### src/rtl/pgm_sched.sv
// Packet generator scheduler: replays a flit sequence from packet RAM as packets,
// with inter-packet gap, downstream almost-full pacing and a boundary-aligned stop.
module pgm_sched #(
   parameter int ADDR_W = 7,
   parameter int CNT_W  = 16
) (
   input  logic              clk,
   input  logic              rst,
   input  logic              cfg_wr,
   input  logic [ADDR_W-1:0] cfg_start_addr,
   input  logic [ADDR_W-1:0] cfg_pkt_len,
   input  logic [CNT_W-1:0]  cfg_pkt_num,
   input  logic [CNT_W-1:0]  cfg_gap,
   input  logic              start,
   input  logic              stop,
   output logic              ram_rd,
   output logic [ADDR_W-1:0] ram_addr,
   input  logic [143:0]      ram_rdata,
   output logic [133:0]      out_data,
   output logic              out_data_wr,
   output logic              out_valid,
   output logic              out_valid_wr,
   input  logic              in_alf,
   output logic              busy,
   output logic              sent_start_flag,
   output logic              sent_finish_flag,
   output logic [CNT_W-1:0]  sent_cnt
);

   typedef enum logic [2:0] {S_IDLE, S_WAIT, S_READ, S_GAP, S_DONE} state_t;

   state_t             state_q, state_d;
   logic [ADDR_W-1:0]  start_addr_q, start_addr_d;
   logic [ADDR_W-1:0]  pkt_len_q, pkt_len_d;
   logic [CNT_W-1:0]   pkt_num_q, pkt_num_d;
   logic [CNT_W-1:0]   gap_q, gap_d;
   logic [ADDR_W-1:0]  addr_q, addr_d;
   logic [ADDR_W-1:0]  flit_q, flit_d;
   logic [CNT_W-1:0]   gap_cnt_q, gap_cnt_d;
   logic [CNT_W-1:0]   issued_q, issued_d;
   logic [CNT_W-1:0]   sent_cnt_q, sent_cnt_d;
   logic               stop_lat_q, stop_lat_d;
   logic               first_q, first_d;
   logic               rd_q, rd_d;
   logic               data_wr_q, data_wr_d;
   logic               valid_wr_q, valid_wr_d;
   logic               sflag_q, sflag_d;
   logic               fflag_q, fflag_d;
   logic               busy_q, busy_d;
   logic               gap_done;
   logic               unused_rdata;

   assign unused_rdata = ^ram_rdata[143:134];
   assign gap_done     = (gap_q == '0) || (gap_cnt_q == gap_q - 1'b1);

   always_comb begin
      state_d      = state_q;
      start_addr_d = start_addr_q;
      pkt_len_d    = pkt_len_q;
      pkt_num_d    = pkt_num_q;
      gap_d        = gap_q;
      addr_d       = addr_q;
      flit_d       = flit_q;
      gap_cnt_d    = gap_cnt_q;
      issued_d     = issued_q;
      sent_cnt_d   = sent_cnt_q;
      stop_lat_d   = stop_lat_q;
      first_d      = first_q;
      rd_d         = 1'b0;
      data_wr_d    = rd_q;
      valid_wr_d   = 1'b0;
      sflag_d      = 1'b0;
      case (state_q)
         S_IDLE: begin
            if (cfg_wr) begin
               start_addr_d = cfg_start_addr;
               pkt_len_d    = cfg_pkt_len;
               pkt_num_d    = cfg_pkt_num;
               gap_d        = cfg_gap;
            end
            if (start && !stop && pkt_len_q != '0) begin
               state_d    = S_WAIT;
               sent_cnt_d = '0;
               issued_d   = '0;
               first_d    = 1'b1;
               stop_lat_d = 1'b0;
            end
         end
         S_WAIT: begin
            if (stop_lat_q || stop) begin
               state_d = S_DONE;
            end else if (!in_alf) begin
               state_d = S_READ;
               rd_d    = 1'b1;
               addr_d  = start_addr_q;
               flit_d  = '0;
               sflag_d = first_q;
               first_d = 1'b0;
            end
         end
         S_READ: begin
            if (stop) stop_lat_d = 1'b1;
            // flit_q indexes the read presented this cycle; the last one tags the tail
            if (flit_q == pkt_len_q - 1'b1) begin
               state_d    = S_GAP;
               gap_cnt_d  = '0;
               issued_d   = issued_q + 1'b1;
               valid_wr_d = 1'b1;
               if (sent_cnt_q != '1) sent_cnt_d = sent_cnt_q + 1'b1;
            end else begin
               rd_d   = 1'b1;
               flit_d = flit_q + 1'b1;
               addr_d = addr_q + 1'b1;
            end
         end
         S_GAP: begin
            if (stop) stop_lat_d = 1'b1;
            gap_cnt_d = gap_cnt_q + 1'b1;
            if (gap_done) begin
               if (stop_lat_q || stop || (pkt_num_q != '0 && issued_q == pkt_num_q))
                  state_d = S_DONE;
               else
                  state_d = S_WAIT;
            end
         end
         S_DONE: begin
            state_d    = S_IDLE;
            stop_lat_d = 1'b0;
         end
         default: state_d = S_IDLE;
      endcase
      fflag_d = (state_d == S_DONE) && (state_q != S_DONE);
      busy_d  = (state_d != S_IDLE);
   end

   always_ff @(posedge clk) begin
      if (rst) begin
         state_q      <= S_IDLE;
         start_addr_q <= '0;
         pkt_len_q    <= '0;
         pkt_num_q    <= '0;
         gap_q        <= '0;
         addr_q       <= '0;
         flit_q       <= '0;
         gap_cnt_q    <= '0;
         issued_q     <= '0;
         sent_cnt_q   <= '0;
         stop_lat_q   <= 1'b0;
         first_q      <= 1'b0;
         rd_q         <= 1'b0;
         data_wr_q    <= 1'b0;
         valid_wr_q   <= 1'b0;
         sflag_q      <= 1'b0;
         fflag_q      <= 1'b0;
         busy_q       <= 1'b0;
      end else begin
         state_q      <= state_d;
         start_addr_q <= start_addr_d;
         pkt_len_q    <= pkt_len_d;
         pkt_num_q    <= pkt_num_d;
         gap_q        <= gap_d;
         addr_q       <= addr_d;
         flit_q       <= flit_d;
         gap_cnt_q    <= gap_cnt_d;
         issued_q     <= issued_d;
         sent_cnt_q   <= sent_cnt_d;
         stop_lat_q   <= stop_lat_d;
         first_q      <= first_d;
         rd_q         <= rd_d;
         data_wr_q    <= data_wr_d;
         valid_wr_q   <= valid_wr_d;
         sflag_q      <= sflag_d;
         fflag_q      <= fflag_d;
         busy_q       <= busy_d;
      end
   end

   // RAM data arrives one cycle after the read, so the flit passes straight through
   assign out_data         = data_wr_q ? ram_rdata[133:0] : '0;
   assign out_data_wr      = data_wr_q;
   assign out_valid        = valid_wr_q;
   assign out_valid_wr     = valid_wr_q;
   assign ram_rd           = rd_q;
   assign ram_addr         = addr_q;
   assign busy             = busy_q;
   assign sent_start_flag  = sflag_q;
   assign sent_finish_flag = fflag_q;
   assign sent_cnt         = sent_cnt_q;

endmodule

### config.mk
export PLATFORM = sky130hd
export DESIGN_NAME = pgm_sched
export DESIGN_NICKNAME = d
export VERILOG_FILES = /design/src/rtl/pgm_sched.sv
export SDC_FILE = /design/constraint.sdc
export NUM_CORES = 1
export LEC_CHECK = 0
export CELL_PAD_IN_SITES_DETAIL_PLACEMENT = 0
export CELL_PAD_IN_SITES_GLOBAL_PLACEMENT = 1
export CORE_MARGIN = 4
export CORE_UTILIZATION = 30
export CTS_CLUSTER_SIZE = 30
export DETAILED_ROUTE_END_ITERATION = 8
export PLACE_DENSITY_LB_ADDON = 0.1
export SYNTH_ARGS = -nofsm -noshare
export SYNTH_HDL_FRONTEND = slang
export SYNTH_SLANG_ARGS = --single-unit
### constraint.sdc
create_clock -name clk -period 4.92 [get_ports clk]
set_clock_uncertainty 0.2 [all_clocks]
set_input_delay 0.984 -clock clk [delete_from_list [all_inputs] [get_ports clk]]
set_output_delay 0.984 -clock clk [all_outputs]
set_load 0.005 [all_outputs]
Word level (Yosys, flattened, before mapping)
Cells that the tools add are included.

storage, ports and cells
  input port bits = 196
  register bits after elaboration = 119
  word-level logic and storage cells = 108

cells by class
  mux-type cells = 36
  add/subtract/negate cells = 7
  equality and inequality tests = 17
  reductions and logical operators = 28
  bitwise operators = 2

operators with widths
  operator               number
  $mux 134               1
  $pmux 16 s2            3
  $mux 16                5
  $add 16x1->16 const B  3
  $mux 7                 6
  $eq 16x16->1           2
  $pmux 7 s2             2
  $mux 3                 6
  $logic_not 16->1       1
  $ne 16x16->1 const B   1
  $reduce_bool 16->1     1
  $sub 16x1->16 const B  1
  $add 7x1->7 const B    2
  $ne 2x2->1 const B     6
  $pmux 3 s4             1
  $reduce_and 4->1       3
  $mux 1                 9
  $reduce_bool 2->1      4
  $eq 7x7->1             1
  $reduce_bool 7->1      1
  $sub 7x1->7 const B    1
  $eq 3x2->1 const B     2
  $eq 3x3->1 const B     2
  $reduce_and 3->1       2
  other kinds (14)       24

Depth between registers and ports, before layout
  depth in word-level cells = 8
  mapped depth = 10
  depth with buffers taken out = 9

Least setup slack after synthesis
No wires, ideal clock.

  path kind = input -> register
  start point = input stop
  end point = register flit_q[5]
  stages on the path = 7
  arrival = 2.385 ns
  path buffers = 0
  slack = 2.216 ns
  required time = 4.600 ns
  cell sequence = or3_1 -> or3_1 -> inv_1 -> nor2_1 -> nor4_1 -> xnor2_1 -> nor2_1

on the way
  cells in the longest elaborated chain, start to end = 3

RTL lines
  item                               RTL line  text
  start: declaration                 15        input logic stop,
  $logic_or 1x1->1                   90        if (stop_lat_q || stop) begin
  $ne 2x2->1 (no source line)        n/a
  $reduce_and 4->1 (no source line)  n/a
  end signal: assignment             163       flit_q <= flit_d;
  end: declaration                   38        logic [ADDR_W-1:0] flit_q, flit_d;

Every way passes these cells.
A chain may end at the register's enable or synchronous reset.

Worst setup path after layout
  start point = input ram_rdata[86]
  end point = output out_data[86]

on the way
  cells in the longest elaborated chain, start to end = 1

RTL lines
  item                RTL line  text
  start: declaration  18        input logic [143:0] ram_rdata,
  $mux 134            179       assign out_data = data_wr_q ? ram_rdata[133:0] : '0;
  end: declaration    19        output logic [133:0] out_data,

Every way passes these cells.

==> flow_summary.toml <==
[sta]
rsz0062_at_grt = "false"
tns_ns = 0
max_freq_ghz = 0.2798
finalSetupViolCount = 0
slew_violations = 0
fin_crit_sh = 0.7264
whs_ns = 0.2550
tightest_slew_ns = 1.044
relSlewSlack = 0.3026
finalHoldViolCount = 0
fin_crit_ns = 3.574

[finish]
syn2layout_area_growth_pct = 62.25
layout_commonest_cell = "clkdlybuf4s50_1"
final_area_um2 = 11260
mostFrequentLayoutCells = "clkdlybuf4s50_1 (348), and2_1 (139), nand2_1 (132)"
fin_nets = 1450
layout-drive-gt1-share = 0.04928

[drt]
vias_per_cell = 4.915
wirelength_mm = 29.63
drc = 0
dr.pass1.iters = 4
wire_per_inst_um = 19.19
drt_iter0_markers = 456
vias = 7588
ant_nets = 0

[setup_path]
arrival_ns = 2.39
critPathCaptureType = "output pin"
crit_path_start_kind = "input pin"
crit_fanout = 1
cp.required_ns = 3.74
crit_type = "in2out"

[clock_network]
ctsHoldBuffers = 0
worstSkewPairLatency_ns = 0.42
cts_buffers = 17
post_cts_resize_count = 0
clk_pin_slew_worst_paths_ns = 0.05
cts_root_buffer = "clkbuf_16"
cts_setup_buffers = 0
tritoncts = "yes"
h-tree-depth = 4
clockBufferDepth = 2
cts.sink_count = 119

[global_routing]
grt_antenna_before_repair = 1
first_global_vias = 7135
grtUsageTotal = 0.2214
grt_max_degree = 136
grt_overflow = 0
grt_pass1_wl_mm = 44.33

[yosys]
synth.top_cell.area_share = 0.3432
yosysSeqAreaShare = 0.3432
netlist_instances = 921
syn_avg_cell_area_um2 = 7.536
synth_ff_type = "dfxtp_1"
synth_cell_type_count = 64
yosysWarnings = 0
synthTopCellsByArea = "dfxtp_1 (34%), and2_1 (13%), nand2_1 (7.2%), a21oi_1 (6.1%), nor2_1 (3.8%)"
yosys_register_bits = 119
synth_nets = 1124
synth_edf_count = 0
synthesis.area_um2 = 6940
yosys.area.top_type = "dfxtp_1"
synth-async-reset-ratio = 0

[floorplan]
io_pins = 360
core_area_um2 = 22710
dieArea_um2 = 25630
rows = 55
die_h_um = 160.1
die_w_um = 160.1
start_util = 0.3056

[power]
peakVddDrop_mv = 0.2416
power.density_nw_per_um2 = 241.3
leakage_nw = 4.079

[placement]
dp_hpwl_mm = 23.32
io_buffers = 349
place_area_um2 = 10660
place_congestion = 0.8931

[min_path]
min_path_type = "reg2reg"

[job]
cap_violations = 0

[run_status]
status = "finished clean"
layout make-up:
cell class                      instances  area [µm²]
Inverter                               13       48.80
Antenna cell                            1       2.502
Multi-Input combinational cell        738        4305
Timing Repair Buffer                  358        3568
Clock inverter                          9       125.1
Tap cell                              285       356.6
Sequential cell                       119        2384
Clock buffer                           21       470.5
Fill cell                            2254       11450
synthesized netlist by cell type (all sizes together), types with 2 or more instances:
cell type / count
a211oi: 6
nor2: 70
nor2b: 3
a21oi: 84
o21a: 2
clkbuf: 42
dfxtp: 119
nor3b: 4
o211ai: 4
or3: 17
o21bai: 2
and4: 4
a221oi: 2
o21ai: 27
ha: 7
or2: 5
nand3: 35
nor3: 17
nand2b: 5
and2: 139
a31oi: 18
inv: 13
o31ai: 5
nand2: 133
xor2: 30
nand4: 19
nor4: 13
a311oi: 10
and3: 17
nand3b: 6
or4b: 3
a21o: 2
xnor2: 30
nor4b: 2
buf: 9
or3b: 2
power breakdown:
part           leakage, nW  total, W  internal [W]  switching [W]
clock                0.291   0.00127      0.000826       0.000448
combinational         2.82  0.000414      0.000232       0.000183
sequential           0.968   0.00103      0.000994      0.0000345
total                 4.08   0.00272       0.00205       0.000665
critical path: stages:
cell and delay, ns:
clkdlybuf4s50_1 0.56, and2_1 0.19, clkdlybuf4s50_1 0.66
registers in the layout, indices dropped and copies added, names as in the netlist, 16 cells and up:
register   flops
gap_cnt_q     16
gap_q         16
issued_q      16
pkt_num_q     16
sent_cnt      16
logic make-up (layout without fill, tap and decap cells):
logic type | count (synthesis) | count (layout) | synth area share
and+or+nand+nor | 498 | 498 | 0.3788
AOI/OAI and AO/OA | 172 | 172 | 0.1514
DFF | 119 | 119 | 0.3432
buffers and inverters | 64 | 401 | 0.03678
xor gates and xnor gates | 60 | 60 | 0.07572
adders and majority gates | 7 | 7 | 0.01262
muxes | 1 | 1 | 0.001442
other | 0 | 1 | 0
stage by stage:
| stage | std cells | util | total power, W | worst slack, ns |
|---|---|---|---|---|
| final | 1544 | 0.4959 | 0.002717 | 1.346 |
| after global routing | 1544 | 0.4959 | 0.002829 | 1.319 |
| after CTS | 1543 | 0.4958 | 0.002747 | 1.322 |
| after detailed placement | 1513 | 0.4695 | 0.001464 | 1.338 |
| after global placement | 1513 | 0.4695 | 0.001462 | 1.322 |
| after floorplan | 921 | - | 0.001235 | 2.216 |
routing by layer:
layer / vias up / routed length [µm] / track usage
li1: 3843 / - / -
met1: 3472 / 13780 / 0.3012
met2: 244 / 13280 / 0.3424
met3: 29 / 1859 / 0.06142
met4: 0 / 715 / 0.06688
met5: - / 0 / 0
worst paths after layout:
check | start | end | slack [ns] | cells past startpoint
setup / recovery | ram_rdata[86] | out_data[86] | 1.35 | 3
hold / removal | ram_rd | out_data_wr | 0.25 | 1
setup reg to reg | state_q[1] | ram_addr[2] | 1.68 | 7
hold reg to reg | ram_rd | out_data_wr | 0.25 | 1
No activity file was read; power rests on OpenSTA's default activity.
